File: config.mk
export PLATFORM = sky130hd
export DESIGN_NAME = lcd_timing
export DESIGN_NICKNAME = d
export VERILOG_FILES = /design/src/rtl/lcd_pkg.sv /design/src/rtl/sync_delay.sv /design/src/rtl/lcd_timing.sv
export SDC_FILE = /design/constraint.sdc
export NUM_CORES = 1
export LEC_CHECK = 0
export BUFFER_PORTS_ARGS = -buffer_cell sky130_fd_sc_hd__buf_2
export CAP_MARGIN = 40
export CORE_UTILIZATION = 40
export CTS_CLUSTER_SIZE = 20
export DETAILED_ROUTE_END_ITERATION = 16
export GPL_TIMING_DRIVEN = 1
export HOLD_SLACK_MARGIN = 0.05
export MAX_ROUTING_LAYER = met4
export PLACE_DENSITY = 0.68
export SETUP_SLACK_MARGIN = 0.15
export SLEW_MARGIN = 20
export SYNTH_ARGS = -nofsm -noshare
export SYNTH_HDL_FRONTEND = slang
export SYNTH_SLANG_ARGS = --single-unit
File: constraint.sdc
create_clock -name clock -period 2.1 [get_ports clock]
set_input_delay 0.105 -clock clock [delete_from_list [all_inputs] [get_ports clock]]
set_output_delay 0.105 -clock clock [all_outputs]
set_load 0.01 [all_outputs]
File: src/rtl/lcd_pkg.sv
// Shared panel timing constants, coordinate type and sync-pin bundle for the
// LCD raster timing generator.
package lcd_pkg;

    localparam int COORD_W   = 10;
    localparam int COORD_MAX = (1 << COORD_W);

    typedef logic [COORD_W-1:0] coord_t;

    localparam int LCD_H_ACTIVE = 800;
    localparam int LCD_H_FRONT  = 40;
    localparam int LCD_H_SYNC   = 48;
    localparam int LCD_H_BACK   = 88;
    localparam int LCD_V_ACTIVE = 480;
    localparam int LCD_V_FRONT  = 13;
    localparam int LCD_V_SYNC   = 3;
    localparam int LCD_V_BACK   = 32;

    localparam int LCD_H_TOTAL  = LCD_H_ACTIVE + LCD_H_FRONT + LCD_H_SYNC + LCD_H_BACK;
    localparam int LCD_V_TOTAL  = LCD_V_ACTIVE + LCD_V_FRONT + LCD_V_SYNC + LCD_V_BACK;

    localparam int LCD_HS_START = LCD_H_ACTIVE + LCD_H_FRONT;
    localparam int LCD_HS_END   = LCD_HS_START + LCD_H_SYNC;
    localparam int LCD_VS_START = LCD_V_ACTIVE + LCD_V_FRONT;
    localparam int LCD_VS_END   = LCD_VS_START + LCD_V_SYNC;

    // Panel-side pins carried together through the delay line.
    typedef struct packed {
        logic hs;
        logic vs;
        logic de;
    } pins_t;

    localparam int PINS_W = $bits(pins_t);

    // Inclusive window test; inclusive bounds keep every limit inside COORD_W bits.
    function automatic logic in_window(input coord_t v, input coord_t first, input coord_t last);
        return (v >= first) && (v <= last);
    endfunction

endpackage

File: src/rtl/sync_delay.sv
// Enable-gated shift register of configurable depth with a synchronous reset
// value; depth 0 degenerates to a wire.
module sync_delay #(
    parameter int DATA_W = 3,
    parameter int STAGES = 1
) (
    input  logic              clock,
    input  logic              reset,
    input  logic              enable,
    input  logic [DATA_W-1:0] rst_value,
    input  logic [DATA_W-1:0] din,
    output logic [DATA_W-1:0] dout
);

    if (STAGES < 0) begin : g_bad_depth
        $error("sync_delay: STAGES must be non-negative");
    end

    if (STAGES == 0) begin : g_bypass
        assign dout = din;
    end else begin : g_pipe
        logic [DATA_W-1:0] stage_q [STAGES];
        logic [DATA_W-1:0] stage_d [STAGES];

        always_comb begin
            for (int i = 0; i < STAGES; i++) begin
                stage_d[i] = stage_q[i];
            end
            if (enable) begin
                stage_d[0] = din;
                for (int i = 1; i < STAGES; i++) begin
                    stage_d[i] = stage_q[i-1];
                end
            end
        end

        // Reset loads the idle pin levels so no stale pulse leaks out afterwards.
        always_ff @(posedge clock) begin
            if (reset) begin
                for (int i = 0; i < STAGES; i++) begin
                    stage_q[i] <= rst_value;
                end
            end else begin
                for (int i = 0; i < STAGES; i++) begin
                    stage_q[i] <= stage_d[i];
                end
            end
        end

        assign dout = stage_q[STAGES-1];
    end

endmodule

File: src/rtl/lcd_timing.sv
// Raster timing generator: walks the panel raster, exposes live x/y/active for
// the pattern stage and delays hs/vs/de to match that stage's pipeline.
module lcd_timing
    import lcd_pkg::*;
#(
    parameter int H_ACTIVE      = LCD_H_ACTIVE,
    parameter int H_FRONT       = LCD_H_FRONT,
    parameter int H_SYNC        = LCD_H_SYNC,
    parameter int H_BACK        = LCD_H_BACK,
    parameter int V_ACTIVE      = LCD_V_ACTIVE,
    parameter int V_FRONT       = LCD_V_FRONT,
    parameter int V_SYNC        = LCD_V_SYNC,
    parameter int V_BACK        = LCD_V_BACK,
    parameter bit HS_ACTIVE_LOW = 1'b1,
    parameter bit VS_ACTIVE_LOW = 1'b1,
    parameter int SYNC_DELAY    = 1
) (
    input  logic               clock,
    input  logic               reset,
    input  logic               pixel_enable,
    output logic [COORD_W-1:0] x,
    output logic [COORD_W-1:0] y,
    output logic               active,
    output logic               frame_start,
    output logic               lcd_hs,
    output logic               lcd_vs,
    output logic               lcd_de
);

    localparam int H_TOTAL  = H_ACTIVE + H_FRONT + H_SYNC + H_BACK;
    localparam int V_TOTAL  = V_ACTIVE + V_FRONT + V_SYNC + V_BACK;
    localparam int HS_START = H_ACTIVE + H_FRONT;
    localparam int VS_START = V_ACTIVE + V_FRONT;

    if (H_TOTAL > COORD_MAX || V_TOTAL > COORD_MAX) begin : g_bad_total
        $error("lcd_timing: H_TOTAL and V_TOTAL must fit in the coordinate width");
    end
    if (H_ACTIVE < 1 || V_ACTIVE < 1 || H_SYNC < 1 || V_SYNC < 1) begin : g_bad_widths
        $error("lcd_timing: active and sync widths must be at least 1");
    end
    if (SYNC_DELAY < 0 || SYNC_DELAY > 4) begin : g_bad_delay
        $error("lcd_timing: SYNC_DELAY must be in 0..4");
    end

    // Inclusive last-value limits so a full 1024-wide raster never overflows the compare.
    localparam coord_t X_LAST     = coord_t'(H_TOTAL - 1);
    localparam coord_t Y_LAST     = coord_t'(V_TOTAL - 1);
    localparam coord_t X_ACT_LAST = coord_t'(H_ACTIVE - 1);
    localparam coord_t Y_ACT_LAST = coord_t'(V_ACTIVE - 1);
    localparam coord_t HS_FIRST   = coord_t'(HS_START);
    localparam coord_t HS_LAST    = coord_t'(HS_START + H_SYNC - 1);
    localparam coord_t VS_FIRST   = coord_t'(VS_START);
    localparam coord_t VS_LAST    = coord_t'(VS_START + V_SYNC - 1);

    localparam pins_t IDLE_PINS = '{hs: HS_ACTIVE_LOW, vs: VS_ACTIVE_LOW, de: 1'b0};

    coord_t x_q, x_d;
    coord_t y_q, y_d;

    always_comb begin
        x_d = x_q;
        y_d = y_q;
        if (pixel_enable) begin
            if (x_q == X_LAST) begin
                x_d = '0;
                y_d = (y_q == Y_LAST) ? '0 : y_q + 1'b1;
            end else begin
                x_d = x_q + 1'b1;
            end
        end
    end

    always_ff @(posedge clock) begin
        if (reset) begin
            x_q <= '0;
            y_q <= '0;
        end else begin
            x_q <= x_d;
            y_q <= y_d;
        end
    end

    assign x           = x_q;
    assign y           = y_q;
    assign active      = in_window(x_q, '0, X_ACT_LAST) && in_window(y_q, '0, Y_ACT_LAST);
    assign frame_start = (x_q == '0) && (y_q == '0) && pixel_enable;

    pins_t pol_pins;
    pins_t out_pins;

    // Polarity is folded in ahead of the delay so the line holds panel levels.
    always_comb begin
        pol_pins.hs = in_window(x_q, HS_FIRST, HS_LAST) ^ HS_ACTIVE_LOW;
        pol_pins.vs = in_window(y_q, VS_FIRST, VS_LAST) ^ VS_ACTIVE_LOW;
        pol_pins.de = active;
    end

    sync_delay #(
        .DATA_W (PINS_W),
        .STAGES (SYNC_DELAY)
    ) u_sync_delay (
        .clock     (clock),
        .reset     (reset),
        .enable    (pixel_enable),
        .rst_value (IDLE_PINS),
        .din       (pol_pins),
        .dout      (out_pins)
    );

    assign lcd_hs = out_pins.hs;
    assign lcd_vs = out_pins.vs;
    assign lcd_de = out_pins.de;

endmodule

# Word level (Yosys, flattened, before mapping)
# Memories as Yosys holds them, arrays and structs flattened.
# Index checks and enable logic that the tools add are counted.
word_totals:
  regBits: 20
  output_inout_bits: 25
  mem_bits_rw: 3
  elab_cells: 36
  latchBits: 0
  inputBits: 3
  mem_count: 1
  mem_bits_ro: 0
classes:
  n_addsub: 2
  div: 0
  n_mux: 8
  shifts: 0
  n_eq_ne: 2
  reduce_logical: 11
  n_mul: 0
  order_cmp: 8
  bitwise_logic: 2
mem_list:
  columns: ["name", "words", "word_bits", "rd", "rd_clocked_by_memory_dff", "wr", "line_no", "source"]
  rows:
  - ["u_sync_delay.g_pipe.stage_q", 1, 3, 1, 0, 1, "sync_delay.sv:22", "logic [DATA_W-1:0] stage_q [STAGES];"]
op_table:
  columns: ["operator", "n"]
  rows:
  - ["10-bit by 1-bit adder with 10-bit output, second input constant", 2]
  - ["10-bit equality test, second input constant", 2]
  - ["10-bit by 1-bit >= comparator with 1-bit output, second input constant", 2]
  - ["10-bit less-or-equal comparator, second input constant", 2]
  - ["10-bit by 9-bit less-or-equal comparator with 1-bit output, second input constant", 2]
  - ["10-bit logical NOT", 2]
  - ["10-bit two-way mux", 2]
  - ["10-bit >= comparator, second input constant", 1]
  - ["10-bit by 9-bit >= comparator with 1-bit output, second input constant", 1]
  - ["1-bit logical AND", 7]
  - ["3-bit two-way mux", 2]
  - ["1-bit two-way mux", 4]
  - ["3-bit OR reduction", 1]
  - ["1-bit inverter", 2]
  - ["2-bit AND reduction", 1]

# Longest topological paths before layout
depth:
  depth_word: 5
  depth_mapped: 6
  ltp_nobuf: 6

# Hierarchy
# Synthesis repeated with hierarchy kept, for this count alone.
hier_totals:
  hier_cells: 135
  hier_area_um2: 1231.2
modules_own_cells:
  columns: ["module", "seq_area_each_um2", "cells_per_inst", "instances", "area_per_inst_um2"]
  rows:
  - ["lcd_timing", 400.4, 128, 1, 1101.1]
  - ["sync_delay", 90.1, 7, 1, 130.1]

# Worst setup path before layout
# OpenSTA, ideal clock, no wires.
synth_path:
  path_type: "flip-flop to flip-flop"
  start: "reg x_q[0] (netlist: x[0])"
  end: "reg y_q[5] (netlist: y[5])"
  slack_ns: -0.008
  setup_time_ns: 0.070
  arrival_time_ns: 2.038
  path_buffers: 1
  period_less_slack_ns: 2.108
  t_required_ns: 2.030
  stages_incl_launch_ff: 7
  cell_sequence: "dfxtp_1 -> ha_1 -> nand4_1 -> or3_4 -> buf_6 -> or4_1 -> a21oi_1"
synth_via:
  elab_chain_cells: 2
synth_rtl:
  columns: ["element", "line_no", "source"]
  rows:
  - ["start, declared", "lcd_timing.sv:57", "coord_t x_q, x_d;"]
  - ["start signal, assigned", "lcd_timing.sv:75", "x_q <= '0;"]
  - ["start signal, assigned", "lcd_timing.sv:78", "x_q <= x_d;"]
  - ["10-bit equality test", "lcd_timing.sv:64", "if (x_q == X_LAST) begin"]
  - ["2-bit AND reduction (no source line)", null, null]
  - ["end signal, assigned", "lcd_timing.sv:79", "y_q <= y_d;"]
  - ["end, declared", "lcd_timing.sv:58", "coord_t y_q, y_d;"]
# Every way passes these cells.
# A chain may end at the register's enable or synchronous reset.

# Final worst setup path
layout_path:
  start: "reg x_q[7] (netlist: x[7])"
  end: "reg y_q[8] (netlist: y[8])"
# Same word-level chain as after synthesis.

==> results.ini <==
[status]
status = complete, but fails checks
violations = DRC

[drt]
wirelength_um = 3090
post-route-drc-count = 2
via_per_inst = 5.69
wl_per_cell_um = 14.8
drt-pass1-iter-count = 12
vias = 1190
drtIter0Drc = 45
postRouteAntennaNets = 0

[sta]
setup_viol = 0
fmax_mhz = 521
finClkSkew_ps = 3.83
worstMarginPinSlew_ps = 517
finalCritPeriodShare = 0.914
final_hold_viol_count = 0
tns_ps = 0
finalCriticalPeriod_ps = 1920
maxSlewHeadroom = 0.646
finalMaxSlewViolations = 0
rsz0062_at_grt = yes

[synthesis]
synth_seq_cells = 23
dominantRegCellSynth = dfxtp_1
synthTopCellsByCount = dfxtp_1, nor2_1, inv_1, nand3_1
synthTopCellsByArea = dfxtp_1, nor2_1, ha_1
yosys_warnings = 0
synthesis.nets = 154
synth_cell_types = 35
yosysMostFrequentCell = dfxtp_1
synth.avg_cell_area_um2 = 8.53
yosysSeqAreaShare = 0.372
async_flop_share = 0
synth_top_cell_by_area = dfxtp_1
synth.top_cell.area_share = 0.372
synth_edf_count = 0
postSynthCellCount = 145
netlist_area_um2 = 1240

[placement]
place.gp.congestion = 0.902
hpwl_um = 2230
portBuffers = 27

[floorplanning]
die_area_um2 = 3320
core_region_area_um2 = 2850
io-pin-count = 28
die_h_um = 57.6
start_util = 0.433
row_count = 19
fp.dieW_um = 57.6

[global_routing]
grt_max_degree = 14
antenna_found_initial = 0
overflow = 0
grt_usage = 0.188
grt_pass1_wl_um = 4710
grt_pass1_vias = 961

[power]
power.total_w = 0.000712
vdd_drop_max_v = 0.000301
power.density_nw_per_um2 = 467
p_leak_nw = 0.635

[final_layout]
fillCellCount = 279
drive_gt1_frac = 0.287
multiInputGateArea_um2 = 749
regArea_um2 = 477
fin_nets = 188
syn2layout_area_growth_pct = 23.3
antennaDiodeCount = 0

[clock_tree]
cts_made_buffers = 3
tritoncts = yes
root_buffer = clkbuf_4
clock_sinks = 23
clock_path_buffers = 2
clk_pin_slew_ps = 130
insertion_delay_ps = 310
htreeDepth = 1

[setup_path]
crit_path_end_kind = flop
startpoint_type = flop
path_max_fanout = 10
required_ps = 2350
path_class = flop to flop
arrival_ps = 2170

[min_path]
hp-class = input pin to flop

[run]
cap_viol_max_count = 0

## where the power goes
part | total [W] | internal [W] | switching (W)
combinational | 0.0000542 | 0.0000231 | 0.0000311
sequential | 0.000447 | 0.000440 | 0.00000782
clock | 0.000210 | 0.0000713 | 0.000139
total | 0.000712 | 0.000534 | 0.000178
## per-stage QoR
step                hold slack [ps]  setup WS [ps]  utilization  cells  cell area [um2]
finish                          180            180        0.534    209             1520
global route                    180            118        0.534    209             1520
CTS                             171            139        0.517    206             1470
detailed placement              393            188        0.501    201             1430
global placement                390            228        0.501    201             1430
floorplan                       170            142            -    145             1280
## cell type report
class                      count  area share
tap                           31      0.0255
multi-input combinational    107       0.492
inverter                       9      0.0222
timing repair buffer          35       0.130
clock inverter                 1     0.00328
clock buffer                   3      0.0148
sequential                    23       0.313
## worst paths after layout
check	start	to	slack, ps	cells after the start
max	x[7]	y[8]	180	4
max reg2reg	x[7]	y[8]	180	4
min	pixel_enable	u_sync_delay.g_pipe.stage_q[0][2]	180	3
min reg2reg	u_sync_delay.g_pipe.stage_q[0][2]	u_sync_delay.g_pipe.stage_q[0][2]	510	2
## critical path, stage by stage, from the launching register on
cell	delay, ps
dfxtp_4	400
or3b_4	410
or3_4	390
or4_1	520
o21ai_0	140
## cells in the final DEF, fill, tap and decap left out, types with 3 or more instances in the layout
cell and instances:
buf_2 27, nor2_1 22, dfxtp_1 18, inv_1 9
nand3_1 8, xnor2_1 7, buf_4 7, nor4_1 6
nand2_1 6, nand4_1 5, o21ai_0 5, xor2_1 5
ha_1 5, and3_1 4, dfxtp_4 4, and4_1 3
nor3_1 3, or4_1 3, clkbuf_4 3
## layer usage
layer | track usage | wire [um] | up-vias
li1 | - | - | 592
met1 | 0.265 | 1460 | 546
met2 | 0.286 | 1420 | 50
met3 | 0.0204 | 186 | 2
met4 | 0.0523 | 22 | 0
met5 | - | 0 | -
## sequential cells by signal, indices dropped and copies added, names as in the netlist
| name | flops |
|---|---|
| x | 10 |
| y | 10 |
| u_sync_delay.g_pipe.stage_q | 3 |
## cell families after synthesis
group	count (synthesis)	synth area share
simple gates	70	0.309
flops	23	0.372
compound gates	17	0.0962
buf+inv	15	0.0607
xor+xnor	12	0.0850
fa+ha+maj	6	0.0607
mux	2	0.0162
## repair_timing
| item | CTS | global route |
|---|---|---|
| pin swaps | 0 | 1 |
| resized for setup | 1 | 6 |
| endpoints found under the hold margin | 2 | 0 |
| hold buffers | 1 | 0 |
| setup endpoints to repair | 1 | 5 |
| setup buffers | 0 | 3 |
Power figures use the tool's default switching activity.
